### config.mk
export PLATFORM = sky130hd
export DESIGN_NAME = skinny_sbox_layer_ctrl
export DESIGN_NICKNAME = d
export VERILOG_FILES = /design/src/rtl/skinny_ctrl_pkg.sv /design/src/rtl/sbox_valid_pipe.sv /design/src/rtl/skinny_sbox_layer_ctrl.sv
export SDC_FILE = /design/constraint.sdc
export NUM_CORES = 1
export LEC_CHECK = 0
export CAP_MARGIN = 20
export CORE_MARGIN = 5
export CORE_UTILIZATION = 49
export DETAILED_ROUTE_END_ITERATION = 12
export PLACE_DENSITY_LB_ADDON = 0.05
export SKIP_CTS_REPAIR_TIMING = 1
export SLEW_MARGIN = 20
export SYNTH_ARGS = -nofsm -noshare
export SYNTH_HDL_FRONTEND = slang
export SYNTH_SLANG_ARGS = --single-unit
### constraint.sdc
create_clock -name clk -period 3 [get_ports clk]
set_clock_uncertainty 0.05 [all_clocks]
set_input_delay 0.45 -clock clk [delete_from_list [all_inputs] [get_ports clk]]
set_output_delay 0.45 -clock clk [all_outputs]
set_load 0.01 [all_outputs]
### src/rtl/skinny_ctrl_pkg.sv
// Shared types and constants for the Skinny-64 masked S-box layer controller.
// The nibble-select helper is used by the top-level issue mux.
package skinny_ctrl_pkg;

    localparam int NIBBLES = 16;
    localparam int SHARE_W = 64;
    localparam int NIB_W   = 4;
    localparam int RND_W   = 8;
    localparam int CNT_W   = 5;
    localparam int IDX_W   = 4;

    localparam logic [CNT_W-1:0] LAST_CNT = CNT_W'(NIBBLES - 1);

    typedef enum logic [1:0] {
        IDLE,
        ISSUE,
        DRAIN,
        HOLD
    } state_t;

    function automatic logic [NIB_W-1:0] get_nib(input logic [SHARE_W-1:0] s,
                                                 input logic [IDX_W-1:0]   idx);
        return s[{idx, 2'b00} +: NIB_W];
    endfunction

endpackage

### src/rtl/sbox_valid_pipe.sv
// Delay line that follows each S-box call through the core pipeline, carrying a
// valid flag and the nibble index so returning outputs land in the right slot.
module sbox_valid_pipe #(
    parameter int DEPTH = 2,
    parameter int IDX_W = 4
) (
    input  logic             clk,
    input  logic             rst_i,
    input  logic             in_valid,
    input  logic [IDX_W-1:0] in_idx,
    output logic             out_valid,
    output logic [IDX_W-1:0] out_idx
);

    logic [DEPTH-1:0]            valid_q;
    logic [DEPTH-1:0][IDX_W-1:0] idx_q;

    always_ff @(posedge clk) begin
        if (!rst_i) begin
            valid_q <= '0;
            idx_q   <= '0;
        end else begin
            valid_q[0] <= in_valid;
            idx_q[0]   <= in_idx;
            for (int i = 1; i < DEPTH; i++) begin
                valid_q[i] <= valid_q[i-1];
                idx_q[i]   <= idx_q[i-1];
            end
        end
    end

    assign out_valid = valid_q[DEPTH-1];
    assign out_idx   = idx_q[DEPTH-1];

endmodule

### src/rtl/skinny_sbox_layer_ctrl.sv
// Runs the 16-nibble S-box layer of a 3-share Skinny-64 state through one shared
// masked S-box core, one nibble per cycle, and reassembles the shared result.
module skinny_sbox_layer_ctrl
    import skinny_ctrl_pkg::*;
#(
    parameter int SBOX_LAT = 2
) (
    input  logic               clk,
    input  logic               rst_i,
    input  logic               start_i,
    input  logic [SHARE_W-1:0] st1_i,
    input  logic [SHARE_W-1:0] st2_i,
    input  logic [SHARE_W-1:0] st3_i,
    output logic               in_ready_o,
    input  logic [RND_W-1:0]   rnd_i,
    input  logic               rnd_valid_i,
    output logic               rnd_ready_o,
    output logic [NIB_W-1:0]   sbox_in1_o,
    output logic [NIB_W-1:0]   sbox_in2_o,
    output logic [NIB_W-1:0]   sbox_in3_o,
    output logic [RND_W-1:0]   sbox_r_o,
    input  logic [NIB_W-1:0]   sbox_out1_i,
    input  logic [NIB_W-1:0]   sbox_out2_i,
    input  logic [NIB_W-1:0]   sbox_out3_i,
    output logic [SHARE_W-1:0] res1_o,
    output logic [SHARE_W-1:0] res2_o,
    output logic [SHARE_W-1:0] res3_o,
    output logic               res_valid_o,
    input  logic               res_ready_i,
    output logic               busy_o
);

    state_t             state_q, state_d;
    logic [CNT_W-1:0]   issue_cnt_q, ret_cnt_q;
    logic [SHARE_W-1:0] sh1_q, sh2_q, sh3_q;
    logic [SHARE_W-1:0] res1_q, res2_q, res3_q;
    logic               start_acc, issue;
    logic               cap_valid;
    logic [IDX_W-1:0]   cap_idx;

    assign start_acc = start_i && (state_q == IDLE);
    assign issue     = (state_q == ISSUE) && rnd_valid_i;

    sbox_valid_pipe #(
        .DEPTH (SBOX_LAT),
        .IDX_W (IDX_W)
    ) u_valid_pipe (
        .clk       (clk),
        .rst_i     (rst_i),
        .in_valid  (issue),
        .in_idx    (issue_cnt_q[IDX_W-1:0]),
        .out_valid (cap_valid),
        .out_idx   (cap_idx)
    );

    always_comb begin
        state_d = state_q;
        case (state_q)
            IDLE:    if (start_i) state_d = ISSUE;
            ISSUE:   if (issue && issue_cnt_q == LAST_CNT) state_d = DRAIN;
            DRAIN:   if (cap_valid && ret_cnt_q == LAST_CNT) state_d = HOLD;
            HOLD:    if (res_ready_i) state_d = IDLE;
            default: state_d = IDLE;
        endcase
    end

    // Idle core inputs are forced to zero so no stale share or random word is re-presented.
    always_comb begin
        sbox_in1_o = '0;
        sbox_in2_o = '0;
        sbox_in3_o = '0;
        sbox_r_o   = '0;
        if (issue) begin
            sbox_in1_o = get_nib(sh1_q, issue_cnt_q[IDX_W-1:0]);
            sbox_in2_o = get_nib(sh2_q, issue_cnt_q[IDX_W-1:0]);
            sbox_in3_o = get_nib(sh3_q, issue_cnt_q[IDX_W-1:0]);
            sbox_r_o   = rnd_i;
        end
    end

    always_ff @(posedge clk) begin
        if (!rst_i) begin
            state_q     <= IDLE;
            issue_cnt_q <= '0;
            ret_cnt_q   <= '0;
            sh1_q       <= '0;
            sh2_q       <= '0;
            sh3_q       <= '0;
            res1_q      <= '0;
            res2_q      <= '0;
            res3_q      <= '0;
        end else begin
            state_q <= state_d;
            if (start_acc) begin
                sh1_q       <= st1_i;
                sh2_q       <= st2_i;
                sh3_q       <= st3_i;
                issue_cnt_q <= '0;
                ret_cnt_q   <= '0;
            end
            if (issue) issue_cnt_q <= issue_cnt_q + 1'b1;
            if (cap_valid) begin
                res1_q[{cap_idx, 2'b00} +: NIB_W] <= sbox_out1_i;
                res2_q[{cap_idx, 2'b00} +: NIB_W] <= sbox_out2_i;
                res3_q[{cap_idx, 2'b00} +: NIB_W] <= sbox_out3_i;
                ret_cnt_q <= ret_cnt_q + 1'b1;
            end
        end
    end

    assign in_ready_o  = (state_q == IDLE);
    assign busy_o      = (state_q != IDLE);
    assign res_valid_o = (state_q == HOLD);
    assign rnd_ready_o = issue;
    assign res1_o      = res1_q;
    assign res2_o      = res2_q;
    assign res3_o      = res3_q;

endmodule
==> impl_metrics.yaml, run 1 <==
outcome:
  status: "complete, but fails checks"
  violations: "negative setup slack"
logic_synthesis:
  netlist_instances: 1938
  netlist.area_leader.share_pct: 48.2
  ys_ff_latch: 406
  async_reset_ff_share_pct: 0
  synth_edf_count: 0
  syn-num-nets: 2166
  ys_seq_area_share_pct: 48.2
  syn_avg_cell_area_um2: 8.71
  ys.flop_type: "dfxtp_1"
  synth_area_um2: 16900
  yosysWarningCount: 0
  synth.largest_area_cell: "dfxtp_1"
  synth_area_leaders: "dfxtp_1 (48%), nand2_1 (13%), a21oi_1 (8.4%)"
  yosys.cell_types.count: 59
timing:
  maxSlewViolCount: 0
  final.setup.worst_slack_ns: -0.0389
  finalSetupTns_ns: -0.0490
  fmax_mhz: 329
  worstMarginPinSlew_ns: 0.890
  fin_crit_sh_pct: 101
  min_period_ns: 3.04
  rsz0062_at_grt: "yes"
  hold_viol: 0
  finalSetupViolations: 2
  max-slew-margin-rel_pct: 40.7
pwr:
  peakVddDrop_v: 0.000382
  netSwitchingFraction_pct: 28.3
  total_power_mw: 14.2
  seqPwrFrac_pct: 43.5
  internal_power_mw: 10.2
  power.leakage_nw: 8.64
  powerDensity_nw_per_um2: 615
  clkPwrFrac_pct: 36.1
  pwr-share-comb_pct: 20.4
  power_switching_mw: 4.03
clock_network:
  cts-root-buf: "clkbuf_16"
  h-tree-depth: 2
  insertion_delay_ns: 0.52
  clkTransAtPathRegs_ns: 0.06
  cts_sinks: 406
  cts_tree: "yes"
  clk_path_buf_depth: 3
  cts_buffers: 42
critical_path:
  worstSetupPathType: "flop to primary output"
  path_max_fanout: 7
  arrival_ns: 2.54
  worstPathRequired_ns: 2.50
  endpoint_kind: "primary output"
  crit_path_start_kind: "flop"
routing:
  antenna_left: 0
  viasPerCell: 5.50
  highest_layer: "met5"
  drtIter0Drc: 1119
  wl_met3_um: 3410
  dr_wl_met2_um: 25900
  vias: 15365
  wire_per_inst_um: 19.0
  drt-met1-wl_um: 21800
  drc: 0
  drt_wl_total_um: 53000
  drt_first_pass_iters: 5
flow_run:
  cap_violations: 0
placed_design:
  portBuffers: 432
  post-place-ws_ns: 0.0271
  dpl.hpwl_um: 37700
  gp_congestion: 0.885
global_route:
  grt_usage_pct: 26.1
  grt_pass1_vias: 14817
  grt-ovfl-total: 0
  grt_max_degree: 160
  grt_first_pass_wirelength_um: 81900
  antenna_found_initial: 7
die:
  die_x_um: 196
  io_pins: 433
  die_h_um: 196
  die_area_um2: 38300
  core_um2: 34300
  start_util_pct: 49.2
  rows: 68
worst_hold_path:
  hold_class: "input port to flop"
final_layout:
  multi_input_area_um2: 7950
  n_fill_cell: 2833
  nets: 2532
  area.growth.synth_to_final_pct: 36.8
  regArea_um2: 8140
  drive_gt1_share_pct: 8.74
[layer usage]
| metal | global-route usage [%] | vias up |
|---|---|---|
| met5 | 0 | - |
| li1 | - | 7394 |
| met3 | 4.07 | 104 |
| met4 | 9.36 | 2 |
| met2 | 44.7 | 536 |
| met1 | 33.6 | 7329 |
[power by group through the flow]
stage | Combinational (mW) | Sequential, mW | Clock [mW]
finish | 2.89 | 6.19 | 5.13
CTS | 2.83 | 6.18 | 5.21
detailed placement | 2.82 | 6.29 | 0
floorplan | 1.83 | 6.17 | 0
global route | 3.19 | 6.24 | 5.45
global placement | 2.76 | 6.28 | 0
[cells in the mapped netlist (all sizes together) (3+ instances only)]
library cell	count
nand2	570
nor2b	7
a22oi	5
nand4	47
o31ai	41
mux2i	132
dfxtp	406
nor3b	3
o21ai	38
ha	11
nand3	43
a21oi	283
mux4	39
a21boi	3
inv	11
o211ai	6
nor2	35
buf	47
clkbuf	130
a221o	4
and2	18
a32oi	6
a31oi	4
a22o	5
nand3b	3
or3	3
and3	18
[flip-flops by register name (all words and copies together), names as in the netlist]
| name | flops |
|---|---|
| res1_o | 64 |
| res2_o | 64 |
| u_valid_pipe.idx_q | 4 |
| issue_cnt_q | 5 |
| u_valid_pipe.valid_q | 2 |
| sh1_q | 64 |
| state_q | 2 |
| sh2_q | 64 |
| u_valid_pipe.out_idx | 4 |
| sh3_q | 64 |
| ret_cnt_q | 5 |
| res3_o | 64 |
[cell usage in the layout (no fill, tap or decap), types with 34 or more instances in the layout]
| master | Yosys | layout |
|---|---|---|
| dfxtp_1 | 406 | 401 |
| buf_4 | 11 | 48 |
| nand2_1 | 570 | 569 |
| clkbuf_16 | 0 | 43 |
| o21ai_0 | 34 | 34 |
| a21oi_1 | 283 | 282 |
| nand3_1 | 43 | 43 |
| clkdlybuf4s50_1 | 0 | 419 |
| mux2i_1 | 132 | 132 |
| nand4_1 | 47 | 47 |
| o31ai_1 | 41 | 41 |
[final timing paths]
check | from | to | slack (ns) | depth (start not counted)
setup / recovery | issue_cnt_q[0] | sbox_in1_o[0] | -0.04 | 7
hold / removal | rst_i | u_valid_pipe.out_idx[0] | 0.23 | 2
setup reg to reg | u_valid_pipe.out_idx[1] | res3_o[54] | 0.25 | 6
hold reg to reg | u_valid_pipe.idx_q[0] | u_valid_pipe.out_idx[0] | 0.38 | 1
[through the flow]
stage,util [%],instance area (um^2),hold WS (ns),instances
2_1_floorplan,-,16900,0.362,1938
5_1_grt,67.4,23100,0.225,2794
6_report,67.4,23100,0.225,2794
4_1_cts,66.9,22900,0.202,2775
3_5_place_dp,62.9,21600,0.378,2702
3_3_place_gp,62.9,21600,0.365,2702
[worst max-delay path: stages, from the launching register on]
cell and delay (ns):
dfxtp_4 0.42, buf_12 0.14, buf_8 0.12, buf_4 0.11
mux4_2 0.52, a22o_1 0.20, a221o_1 0.36, clkbuf_2 0.15
[kinds of logic after synthesis]
family | count (synthesis) | share of synthesized area (%)
simple gates | 756 | 19.1
fa+ha+maj | 11 | 0.815
buf+inv | 188 | 4.87
flops | 406 | 48.2
mux | 173 | 13.5
compound gates | 402 | 13.5
xor+xnor | 2 | 0.104
[final cells by class]
type	count	area share [%]
Timing Repair Buffer	499	21.8
Sequential cell	406	35.2
Clock buffer	62	5.36
Clock inverter	11	0.493
Multi-Input combinational cell	1344	34.4
Antenna cell	6	0.0650
Inverter	11	0.211
Tap cell	455	2.46
No activity file was read; power rests on OpenSTA's default activity.
==> inputs of run 2 (changes only) <==
--- a/config.mk
+++ b/config.mk
@@ -11,7 +11,7 @@
 export DETAILED_ROUTE_END_ITERATION = 12
 export PLACE_DENSITY_LB_ADDON = 0.05
 export SKIP_CTS_REPAIR_TIMING = 1
-export SLEW_MARGIN = 20
+export SLEW_MARGIN = 15
 export SYNTH_ARGS = -nofsm -noshare
 export SYNTH_HDL_FRONTEND = slang
 export SYNTH_SLANG_ARGS = --single-unit
==> run 2 against run 1 <==
Net effect:
- the flow still finishes with violations (negative setup slack)
- non-clock buffer count is 4 higher
- die area did not move
- cell count up 0.36%
- routed wire length increased by 1.2%
- sequential share of layout area fell by 0.31 points
- worst hold slack got worse by 0.0031 ns
- combinational power about the same
- global-route usage increased by 0.21 points
- critical endpoint unchanged
- largest cell class unchanged
==> impl_metrics.yaml, run 2 (synthesis gave the netlist of run 1 again) <==
outcome:
  status: "complete, but fails checks"
  violations: "negative setup slack"
placed_design:
  dpl.hpwl_um: 37800
  portBuffers: 432
  gp_congestion: 0.885
routing:
  wire_per_inst_um: 19.1
  viasPerCell: 5.53
  antenna_left: 0
  drtIter0Drc: 975
  drt_first_pass_iters: 6
  vias: 15494
  drt_wl_total_um: 53600
  drc: 0
worst_hold_path:
  hold_class: "input port to flop"
  holdPathStages: 2
timing:
  final.setup.worst_slack_ns: -0.00397
  finalSetupTns_ns: -0.00683
  worstMarginPinSlew_ns: 0.891
  finalSetupViolations: 2
  max-slew-margin-rel_pct: 40.6
  fmax_mhz: 333
  maxSlewViolCount: 0
  rsz0062_at_grt: "yes"
  min_period_ns: 3.00
  fin_crit_sh_pct: 100
  hold_viol: 0
final_layout:
  n_fill_cell: 2818
  area.growth.synth_to_final_pct: 38.1
  post-route-util_pct: 68.0
  final_common_cell: "nand2_1"
  nets: 2538
  final_cell_mix: "nand2_1 (569), clkdlybuf4s50_1 (419), dfxtp_1 (401)"
  drive_gt1_share_pct: 9.30
  regArea_um2: 8140
  multi_input_area_um2: 7940
pwr:
  peakVddDrop_v: 0.000455
  powerDensity_nw_per_um2: 633
  power.leakage_nw: 8.75
clock_network:
  cts_tree: "yes"
  clkTransAtPathRegs_ns: 0.06
  cts_buffers: 44
  cts_sinks: 406
  insertion_delay_ns: 0.52
  h-tree-depth: 2
  cts-root-buf: "clkbuf_16"
  clk_path_buf_depth: 3
die:
  core_um2: 34300
  start_util_pct: 49.2
  rows: 68
  io_pins: 433
  die_area_um2: 38300
  die_h_um: 196
  die_x_um: 196
critical_path:
  endpoint_kind: "primary output"
  worstSetupPathType: "flop to primary output"
  r2r_cells: 6
  crit_chain: "buf_12 -> buf_8 -> buf_6 -> mux4_2 -> a22o_1 -> a221o_1 -> buf_2"
  cpMaxStageDelayCell: "mux4_2"
  arrival_ns: 2.50
  crit_path_start_kind: "flop"
  slowest_delay_ns: 0.52
  worstPathRequired_ns: 2.50
  path_max_fanout: 6
global_route:
  grt_max_degree: 160
  grt-ovfl-total: 0
  grt_pass1_vias: 14819
  grt_first_pass_wirelength_um: 82300
  grt_usage_pct: 26.3
  antenna_found_initial: 6
flow_run:
  cap_violations: 0
run 2: cell count changes in the layout (fill, tap and decap cells not counted), sizes merged:
cell	change
bufinv	+3
inv	-1
clkbuf	+1
clkinv	+6
clkinvlp	-2
dlymetal6s2s	-1
buf	+4
run 2: final cells by class:
class                      count  area share (%)
antenna                        6          0.0644
sequential                   406            34.9
tap                          455            2.44
clock inverter                17           0.934
clock buffer                  62            5.62
inverter                      11           0.209
multi-input combinational   1344            34.1
timing repair buffer         503            21.7
run 2: per-layer routing:
metal  up-vias  wire length, um  track usage, %
met1      7443            22100            33.6
met4         0             2100            10.6
met5         -                0               0
met2       538            26100            45.0
li1       7400                -               -
met3       113             3360            3.93
run 2: report_power, final:
part | total [mW] | internal, mW | switching, mW
clock network | 5.65 | 3.47 | 2.18
registers | 6.19 | 5.90 | 0.293
logic | 2.92 | 1.28 | 1.64
total | 14.8 | 10.6 | 4.11
run 2: worst paths after layout:
kind / startpoint / to / slack, ns
worst min register to register: u_valid_pipe.idx_q[3] / u_valid_pipe.out_idx[3] / 0.38
worst max-delay path: issue_cnt_q[0] / sbox_in1_o[0] / -0.004
worst max register to register: u_valid_pipe.out_idx[1] / res2_o[62] / 0.21
worst min-delay path: rst_i / u_valid_pipe.out_idx[2] / 0.22
run 2: critical path: cells and delay by family (launching register included):
family          cells  cell delay, ns
mux                 1            0.52
compound gates      2            0.57
buf+inv             4            0.50
flops               1            0.40
run 2: metrics by stage:
step | hold WS, ns | power (mW) | setup WS (ns) | std cells | cell area, um^2
floorplan | 0.362 | 8.00 | 0.786 | 1938 | 16900
global placement | 0.365 | 9.04 | 0.00792 | 2702 | 21600
detailed placement | 0.377 | 9.11 | 0.00875 | 2703 | 21600
CTS | 0.202 | 14.7 | -0.372 | 2782 | 23100
global route | 0.232 | 15.4 | -0.0613 | 2804 | 23300
finish | 0.222 | 14.8 | -0.00397 | 2804 | 23300
